$ cat config.mk
export PLATFORM = sky130hd
export DESIGN_NAME = gpio_pad_seq_flat
export DESIGN_NICKNAME = d
export VERILOG_FILES = /design/src/rtl/gpio_pad_seq_pkg.sv /design/src/rtl/gpio_pad_seq_if.sv /design/src/rtl/gpio_pad_seq_chan.sv /design/src/rtl/gpio_pad_seq.sv /design/src/flat_wrapper.sv
export SDC_FILE = /design/constraint.sdc
export NUM_CORES = 2
export LEC_CHECK = 0
export CORE_MARGIN = 2
export CORE_UTILIZATION = 60
export DETAILED_ROUTE_END_ITERATION = 8
export PLACE_DENSITY_LB_ADDON = 0.2
export SLEW_MARGIN = 20
export SYNTH_ARGS = -nofsm -noshare
export SYNTH_HDL_FRONTEND = slang
export SYNTH_SLANG_ARGS = --single-unit
$ cat constraint.sdc
create_clock -name wb_clk_i -period 59.4 [get_ports wb_clk_i]
set_input_delay 17.82 -clock wb_clk_i [delete_from_list [all_inputs] [get_ports wb_clk_i]]
set_output_delay 17.82 -clock wb_clk_i [all_outputs]
set_load 0.02 [all_outputs]
$ cat src/rtl/gpio_pad_seq_pkg.sv
// gpio_pad_pkg: shared types and constants for the GPIO pad sequencer.
//   pad_cfg_t   - packed pad configuration {outenb, inenb, mode1, mode0}
//   state_e     - per-channel sequencer state (ST_STEADY / ST_DEAD)
//   SAFE_*      - high-Z configuration held during dead time and after reset
//   target_cfg  - maps GPIO controls (outenb, pu, pd) to the requested pad configuration
//   target_out  - maps GPIO controls (out, pu, pd) to the requested pad data
package gpio_pad_pkg;

  typedef enum logic {
    ST_STEADY = 1'b0,
    ST_DEAD   = 1'b1
  } state_e;

  typedef struct packed {
    logic outenb;
    logic inenb;
    logic mode1;
    logic mode0;
  } pad_cfg_t;

  localparam logic SAFE_OUTENB = 1'b1;
  localparam logic SAFE_INENB  = 1'b0;
  localparam logic SAFE_MODE1  = 1'b0;
  localparam logic SAFE_MODE0  = 1'b1;
  localparam logic SAFE_OUT    = 1'b0;

  localparam pad_cfg_t SAFE_CFG = '{
    outenb: SAFE_OUTENB,
    inenb:  SAFE_INENB,
    mode1:  SAFE_MODE1,
    mode0:  SAFE_MODE0
  };

  // A pull request turns an input pad into a weakly driven one, so it clears outenb_t.
  function automatic pad_cfg_t target_cfg(logic outenb, logic pu, logic pd);
    pad_cfg_t cfg;
    cfg.outenb = outenb & ~pu & ~pd;
    cfg.inenb  = ~outenb;
    cfg.mode1  = ~cfg.outenb;
    cfg.mode0  = outenb;
    return cfg;
  endfunction

  // Pull-up wins over pull-down when both are requested.
  function automatic logic target_out(logic out, logic pu, logic pd);
    return pu ? 1'b1 : (pd ? 1'b0 : out);
  endfunction

endpackage

$ cat src/rtl/gpio_pad_seq_if.sv
// gpio_pad_seq_if: bundle of per-channel GPIO control, pad control and input return signals.
//   gpio_out/gpio_outenb/gpio_pu/gpio_pd - requested GPIO controls (controller side)
//   pad_in                               - raw asynchronous pad input (pad ring side)
//   gpio_*_pad                           - registered pad controls (sequencer side)
//   gpio_in, busy                        - returned input and dead-time status (sequencer side)
// Modports: master = controller/pad ring driving requests, slave = the sequencer.
interface gpio_pad_seq_if #(
  parameter int unsigned NUM_GPIO = 38
) ();

  logic [NUM_GPIO-1:0] gpio_out;
  logic [NUM_GPIO-1:0] gpio_outenb;
  logic [NUM_GPIO-1:0] gpio_pu;
  logic [NUM_GPIO-1:0] gpio_pd;
  logic [NUM_GPIO-1:0] pad_in;
  logic [NUM_GPIO-1:0] gpio_out_pad;
  logic [NUM_GPIO-1:0] gpio_outenb_pad;
  logic [NUM_GPIO-1:0] gpio_inenb_pad;
  logic [NUM_GPIO-1:0] gpio_mode1_pad;
  logic [NUM_GPIO-1:0] gpio_mode0_pad;
  logic [NUM_GPIO-1:0] gpio_in;
  logic [NUM_GPIO-1:0] busy;

  modport master (
    output gpio_out, gpio_outenb, gpio_pu, gpio_pd, pad_in,
    input  gpio_out_pad, gpio_outenb_pad, gpio_inenb_pad, gpio_mode1_pad, gpio_mode0_pad,
    input  gpio_in, busy
  );

  modport slave (
    input  gpio_out, gpio_outenb, gpio_pu, gpio_pd, pad_in,
    output gpio_out_pad, gpio_outenb_pad, gpio_inenb_pad, gpio_mode1_pad, gpio_mode0_pad,
    output gpio_in, busy
  );

endinterface

$ cat src/rtl/gpio_pad_seq_chan.sv
// gpio_pad_chan: one pad channel of the GPIO pad sequencer.
//   clk, rst                          - clock, asynchronous active-high reset
//   gpio_out/outenb/pu/pd             - requested GPIO controls
//   pad_in                            - raw asynchronous pad input
//   out_pad/outenb_pad/inenb_pad/
//   mode1_pad/mode0_pad               - registered pad controls
//   gpio_in                           - synchronised (optionally debounced) pad input
//   busy                              - channel is holding the safe high-Z dead time
// A configuration change away from SAFE is routed through DEAD_CYCLES cycles of SAFE so
// the pad never switches directly between two drive modes.
module gpio_pad_chan
  import gpio_pad_pkg::*;
#(
  parameter int unsigned DEAD_CYCLES = 2,
  parameter int unsigned DEB_CYCLES  = 0
) (
  input  logic clk,
  input  logic rst,
  input  logic gpio_out,
  input  logic gpio_outenb,
  input  logic gpio_pu,
  input  logic gpio_pd,
  input  logic pad_in,
  output logic out_pad,
  output logic outenb_pad,
  output logic inenb_pad,
  output logic mode1_pad,
  output logic mode0_pad,
  output logic gpio_in,
  output logic busy
);

  // Counter only needs to hold DEAD_CYCLES-1.
  localparam int unsigned DW = (DEAD_CYCLES > 2) ? $clog2(DEAD_CYCLES) : 1;
  localparam logic [DW-1:0] DEAD_LOAD = DW'((DEAD_CYCLES == 0) ? 0 : DEAD_CYCLES - 1);
  localparam bit DIRECT = (DEAD_CYCLES == 0);

  pad_cfg_t      cfg_t;
  logic          out_t;
  state_e        state;
  pad_cfg_t      cfg_a;    // configuration currently applied in STEADY
  pad_cfg_t      cfg_lat;  // target latched while waiting in DEAD
  pad_cfg_t      pad_cfg;  // registered pad configuration outputs
  logic [DW-1:0] dead_cnt;

  assign cfg_t = target_cfg(gpio_outenb, gpio_pu, gpio_pd);
  assign out_t = target_out(gpio_out, gpio_pu, gpio_pd);

  always_ff @(posedge clk or posedge rst) begin
    if (rst) begin
      state    <= ST_STEADY;
      cfg_a    <= SAFE_CFG;
      cfg_lat  <= SAFE_CFG;
      pad_cfg  <= SAFE_CFG;
      out_pad  <= SAFE_OUT;
      busy     <= 1'b0;
      dead_cnt <= '0;
    end else begin
      case (state)
        ST_STEADY: begin
          if (cfg_t == cfg_a) begin
            out_pad <= out_t;
          end else if (DIRECT || (cfg_t == SAFE_CFG)) begin
            // Moving to SAFE is itself harmless, so no dead time is needed.
            cfg_a   <= cfg_t;
            pad_cfg <= cfg_t;
            out_pad <= out_t;
          end else begin
            state    <= ST_DEAD;
            cfg_lat  <= cfg_t;
            dead_cnt <= DEAD_LOAD;
            pad_cfg  <= SAFE_CFG;
            out_pad  <= SAFE_OUT;
            busy     <= 1'b1;
          end
        end
        ST_DEAD: begin
          // A new target restarts the full window, even on the last cycle.
          if (cfg_t != cfg_lat) begin
            cfg_lat  <= cfg_t;
            dead_cnt <= DEAD_LOAD;
          end else if (dead_cnt == '0) begin
            state   <= ST_STEADY;
            cfg_a   <= cfg_t;
            pad_cfg <= cfg_t;
            out_pad <= out_t;
            busy    <= 1'b0;
          end else begin
            dead_cnt <= dead_cnt - DW'(1);
          end
        end
        default: state <= ST_STEADY;
      endcase
    end
  end

  assign outenb_pad = pad_cfg.outenb;
  assign inenb_pad  = pad_cfg.inenb;
  assign mode1_pad  = pad_cfg.mode1;
  assign mode0_pad  = pad_cfg.mode0;

  logic sync1, sync2;

  always_ff @(posedge clk or posedge rst) begin
    if (rst) begin
      sync1 <= 1'b0;
      sync2 <= 1'b0;
    end else begin
      sync1 <= pad_in;
      sync2 <= sync1;
    end
  end

  if (DEB_CYCLES == 0) begin : g_sync
    assign gpio_in = sync2;
  end else begin : g_deb
    localparam int unsigned BW = $clog2(DEB_CYCLES + 1);
    localparam logic [BW-1:0] DEB_LAST = BW'(DEB_CYCLES - 1);

    logic [BW-1:0] deb_cnt;
    logic          deb_val;

    // The update happens on the edge where the count would reach DEB_CYCLES, so gpio_in
    // follows DEB_CYCLES cycles after the synchroniser output first differs.
    always_ff @(posedge clk or posedge rst) begin
      if (rst) begin
        deb_cnt <= '0;
        deb_val <= 1'b0;
      end else if (sync2 != deb_val) begin
        if (deb_cnt == DEB_LAST) begin
          deb_val <= sync2;
          deb_cnt <= '0;
        end else begin
          deb_cnt <= deb_cnt + BW'(1);
        end
      end else begin
        deb_cnt <= '0;
      end
    end

    assign gpio_in = deb_val;
  end

endmodule

$ cat src/rtl/gpio_pad_seq.sv
// gpio_pad_seq: multi-channel GPIO-to-pad converter with dead-time sequencing.
//   wb_clk_i - single clock
//   wb_rst_i - asynchronous active-high reset
//   bus      - gpio_pad_seq_if slave: GPIO requests and pad_in in; pad controls,
//              gpio_in and busy out (all NUM_GPIO wide)
// Every channel is an independent gpio_pad_chan instance.
module gpio_pad_seq #(
  parameter int unsigned NUM_GPIO    = 38,
  parameter int unsigned DEAD_CYCLES = 2,
  parameter int unsigned DEB_CYCLES  = 0
) (
  input  logic           wb_clk_i,
  input  logic           wb_rst_i,
  gpio_pad_seq_if.slave  bus
);

  for (genvar i = 0; i < NUM_GPIO; i++) begin : g_chan
    gpio_pad_chan #(
      .DEAD_CYCLES (DEAD_CYCLES),
      .DEB_CYCLES  (DEB_CYCLES)
    ) u_chan (
      .clk         (wb_clk_i),
      .rst         (wb_rst_i),
      .gpio_out    (bus.gpio_out[i]),
      .gpio_outenb (bus.gpio_outenb[i]),
      .gpio_pu     (bus.gpio_pu[i]),
      .gpio_pd     (bus.gpio_pd[i]),
      .pad_in      (bus.pad_in[i]),
      .out_pad     (bus.gpio_out_pad[i]),
      .outenb_pad  (bus.gpio_outenb_pad[i]),
      .inenb_pad   (bus.gpio_inenb_pad[i]),
      .mode1_pad   (bus.gpio_mode1_pad[i]),
      .mode0_pad   (bus.gpio_mode0_pad[i]),
      .gpio_in     (bus.gpio_in[i]),
      .busy        (bus.busy[i])
    );
  end

endmodule

$ cat src/flat_wrapper.sv
// flat-port wrapper written by rule: the top's interface ports become plain ports
module gpio_pad_seq_flat 
#(
  parameter int unsigned NUM_GPIO    = 38,
  parameter int unsigned DEAD_CYCLES = 2,
  parameter int unsigned DEB_CYCLES  = 0
)
  (wb_clk_i, wb_rst_i, bus_gpio_out, bus_gpio_outenb, bus_gpio_pu, bus_gpio_pd, bus_pad_in, bus_gpio_out_pad, bus_gpio_outenb_pad, bus_gpio_inenb_pad, bus_gpio_mode1_pad, bus_gpio_mode0_pad, bus_gpio_in, bus_busy);
  gpio_pad_seq_if #(.NUM_GPIO(NUM_GPIO)) bus_i ();
  input  logic wb_clk_i;
  input  logic wb_rst_i;
  input wire logic [$bits(bus_i.gpio_out)-1:0] bus_gpio_out;
  input wire logic [$bits(bus_i.gpio_outenb)-1:0] bus_gpio_outenb;
  input wire logic [$bits(bus_i.gpio_pu)-1:0] bus_gpio_pu;
  input wire logic [$bits(bus_i.gpio_pd)-1:0] bus_gpio_pd;
  input wire logic [$bits(bus_i.pad_in)-1:0] bus_pad_in;
  output wire logic [$bits(bus_i.gpio_out_pad)-1:0] bus_gpio_out_pad;
  output wire logic [$bits(bus_i.gpio_outenb_pad)-1:0] bus_gpio_outenb_pad;
  output wire logic [$bits(bus_i.gpio_inenb_pad)-1:0] bus_gpio_inenb_pad;
  output wire logic [$bits(bus_i.gpio_mode1_pad)-1:0] bus_gpio_mode1_pad;
  output wire logic [$bits(bus_i.gpio_mode0_pad)-1:0] bus_gpio_mode0_pad;
  output wire logic [$bits(bus_i.gpio_in)-1:0] bus_gpio_in;
  output wire logic [$bits(bus_i.busy)-1:0] bus_busy;
  assign bus_i.gpio_out = bus_gpio_out;
  assign bus_i.gpio_outenb = bus_gpio_outenb;
  assign bus_i.gpio_pu = bus_gpio_pu;
  assign bus_i.gpio_pd = bus_gpio_pd;
  assign bus_i.pad_in = bus_pad_in;
  assign bus_gpio_out_pad = bus_i.gpio_out_pad;
  assign bus_gpio_outenb_pad = bus_i.gpio_outenb_pad;
  assign bus_gpio_inenb_pad = bus_i.gpio_inenb_pad;
  assign bus_gpio_mode1_pad = bus_i.gpio_mode1_pad;
  assign bus_gpio_mode0_pad = bus_i.gpio_mode0_pad;
  assign bus_gpio_in = bus_i.gpio_in;
  assign bus_busy = bus_i.busy;
  gpio_pad_seq #(.NUM_GPIO(NUM_GPIO), .DEAD_CYCLES(DEAD_CYCLES), .DEB_CYCLES(DEB_CYCLES)) u_core (.wb_clk_i(wb_clk_i), .wb_rst_i(wb_rst_i), .bus(bus_i));
endmodule
==> flow_summary.json <==
{
  "synth_xor_area_share_pct": 0,
  "drv_slew": 0,
  "synth_mux_area_share_pct": 5.284,
  "swShare_pct": 32.06,
  "antenna_left": 0,
  "worst_slack_ns": 38.48,
  "postCtsSetupBuffers": 0,
  "synth.most_common_cell": "dfrtp_1",
  "drive_above_1_share_pct": 15.73,
  "cp_num_buf_inv": 5,
  "synth.net_count": 3389,
  "std_cell_rows": 86,
  "antenna_found_initial": 6,
  "wl_per_cell_microns": 17.15,
  "worstPathMaxFanout": 184,
  "path_clk_slew_ns": 0.06,
  "reg.largest.list": "u_core.g_chan.u_chan.cfg_a: 152 flops, u_core.g_chan.u_chan.cfg_lat: 152 flops",
  "clkPwrFrac_pct": 27.8,
  "gr-usage-met2_pct": 42.61,
  "synth_seq_cells": 684,
  "p_seq_share_pct": 42.4,
  "critPathLaunchType": "input pin",
  "h-tree-depth": 3,
  "critPathSlowestCell": "buf_4",
  "synth_top_area_cell": "dfrtp_1",
  "cp-startpoint": "wb_rst_i",
  "synth_adder_area_share_pct": 0,
  "p_int_uw": 1171,
  "slowest_delay_ns": 0.83,
  "ys_seq_area_share_pct": 52.61,
  "syn-cell-area_sq_um": 33080,
  "synth_area_leaders": "dfrtp_1, dfstp_2, buf_4",
  "firstDrtPassIters": 5,
  "root_buffer": "clkbuf_16",
  "cts_hold_buf": 0,
  "status": "completed",
  "hold_violations": 0,
  "hold_class": "reg2reg",
  "design_area_sq_um": 38820,
  "vdd_drop_max_mv": 0.02796,
  "reg2reg_from": "u_core.g_chan[33].u_chan.cfg_lat[3]",
  "synth_edf_count": 0,
  "min_period_ns": 20.92,
  "die_w_microns": 238.8,
  "critPathTopFamily": "buffers and inverters",
  "synth_top_area_share_pct": 34.50,
  "via_per_inst": 5.682,
  "end_kind": "asynchronous set/reset pin",
  "grt_overflow": 0,
  "worst_slew_pin_slew_ns": 1.029,
  "dpl-instance-area_sq_um": 36220,
  "num_io_pins": 458,
  "synth_top_family_by_area": "compound AO/OA/AOI/OAI gates",
  "rsz0062_at_grt": "no",
  "initial_core_util_pct": 60.39,
  "crit_path_end": "u_core.g_chan[14].u_chan.state",
  "crit_chain": "clkdlybuf4s50_1, inv_8, buf_4, buf_4, buf_12",
  "reg2reg_depth": 5,
  "power.switching_uw": 552.8,
  "die_height_microns": 238.8,
  "drt_iter0_drc": 1456,
  "post-place-ws_ns": 37.47,
  "nNetsFinal": 3567,
  "final_util_pct": 70.88,
  "fmax_mhz": 47.80,
  "cts_resized": 0,
  "cp_num_cells": 5,
  "dieArea_sq_um": 57020,
  "synth-main-ff-cell": "dfrtp_1",
  "cts_max_path_buffers": 3,
  "setup_viol": 0,
  "synth-simple-area-share_pct": 15.94,
  "holdPathStages": 0,
  "drcViolationCount": 0,
  "p_comb_share_pct": 29.8,
  "finClkSkew_ns": 0.01620,
  "place_hpwl_microns": 50440,
  "grt_pass1_vias": 23620,
  "cp_common_cell": "buf_4",
  "fin_tns_setup_ns": 0,
  "async_flop_share_pct": 100.0,
  "leakage_uw": 0.01702,
  "r2r_end": "u_core.g_chan[33].u_chan.cfg_a[0]",
  "synthCells": 3197,
  "cap_viol_max_count": 0,
  "synth_commonest_cells": "dfrtp_1, buf_4, nor2_1",
  "vias": 23540,
  "rrSetupSlack_ns": 57.11,
  "cts_buffers": 72,
  "ys_warn_count": 0,
  "avgSynthCellArea_sq_um": 10.35,
  "grt_util_met3_pct": 5.531,
  "grt_use_met1_pct": 30.96,
  "tritoncts": "built",
  "io_buffers": 457,
  "track_usage_pct": 24.89,
  "grt_pass1_wl_microns": 116700,
  "fin_crit_sh_pct": 35.22,
  "arrival_ns": 21.49,
  "yosysUniqueCellTypes": 88,
  "drt_wl_total_microns": 71060,
  "top_usage_layer": "met2",
  "clk_latency_ns": 0.59,
  "cts.sinks": 684,
  "grt_max_degree": 185,
  "required_ns": 59.97,
  "coreArea_sq_um": 54770,
  "synth_compound_area_share_pct": 16.30,
  "crit_type": "in2async",
  "syn_to_final_growth_pct": 17.36,
  "relSlewSlack_pct": 31.41,
  "powerDensity_nw_per_um2": 44.42,
  "hold_slack_ns": 0.3432,
  "place_congestion": 0.8656
}
[power by group through the flow]
stage | combinational (uW) | clock [uW] | sequential [uW]
global route | 557 | 509 | 749
finish | 513 | 479 | 732
detailed placement | 512 | 0 | 736
floorplan | 418 | 0 | 696
CTS | 517 | 490 | 731
global placement | 497 | 0 | 726
[area by class of cell]
cell class / count / area [sq um]
Sequential cell: 684 / 17400
Fill cell: 3771 / 15950
Antenna cell: 5 / 12.51
Tap cell: 704 / 880.8
Inverter: 234 / 885.9
Multi-Input combinational cell: 1919 / 12420
Timing Repair Buffer: 464 / 4643
Clock buffer: 101 / 2166
Clock inverter: 32 / 412.9
[per-layer routing]
metal / vias to the layer above / share of wire, %
li1: 11200 / -
met1: 11600 / 41
met2: 599 / 50
met3: 147 / 5.9
met4: 0 / 3.0
met5: - / 0
[worst min-delay path by stage]
stage / startpoint / end / slack (ns)
2_1_floorplan: u_core.g_chan[0].u_chan.sync1 / u_core.g_chan[0].u_chan.gpio_in / 0.33
3_3_place_gp: u_core.g_chan[35].u_chan.sync1 / u_core.g_chan[35].u_chan.gpio_in / 0.33
3_5_place_dp: u_core.g_chan[10].u_chan.sync1 / u_core.g_chan[10].u_chan.gpio_in / 0.33
4_1_cts: u_core.g_chan[29].u_chan.sync1 / u_core.g_chan[29].u_chan.gpio_in / 0.34
5_1_grt: u_core.g_chan[7].u_chan.sync1 / u_core.g_chan[7].u_chan.gpio_in / 0.35
6_report: u_core.g_chan[29].u_chan.sync1 / u_core.g_chan[29].u_chan.gpio_in / 0.34
[cells in the final DEF, fill, tap and decap left out, types with 14 or more instances in the layout]
| cell | n |
|---|---|
| clkdlybuf4s50_1 | 457 |
| dfstp_2 | 228 |
| clkinv_2 | 16 |
| a22oi_1 | 21 |
| or2_2 | 17 |
| clkbuf_16 | 76 |
| o211ai_1 | 17 |
| a21o_1 | 76 |
| or3_1 | 15 |
| nand2_1 | 178 |
| a21oi_1 | 190 |
| o22ai_1 | 37 |
| nor3_1 | 39 |
| o21ai_0 | 182 |
| nand3b_1 | 24 |
| nand3_1 | 40 |
| mux2i_1 | 79 |
| nor2b_1 | 91 |
| clkbuf_8 | 17 |
| o31ai_1 | 28 |
| mux2_2 | 85 |
| inv_1 | 233 |
| and3b_1 | 45 |
| o21a_1 | 73 |
| or3b_2 | 22 |
| o22a_1 | 17 |
| a22o_1 | 20 |
| nand2b_1 | 94 |
| nor2_1 | 237 |
| nor3b_2 | 17 |
| dfrtp_1 | 456 |
| o21bai_1 | 14 |
| nor3b_1 | 38 |
[kinds of logic after synthesis]
kind of cell | count (synthesis)
DFF | 684
and+or+nand+nor | 937
buffers and inverters | 594
AOI/OAI and AO/OA | 818
muxes | 164
[stage by stage]
stage	instances	power, uW
2_1_floorplan	3197	1114
3_3_place_gp	4005	1223
3_5_place_dp	4005	1248
4_1_cts	4138	1738
5_1_grt	4143	1816
6_report	4143	1724
No activity file was read; power rests on OpenSTA's default activity.
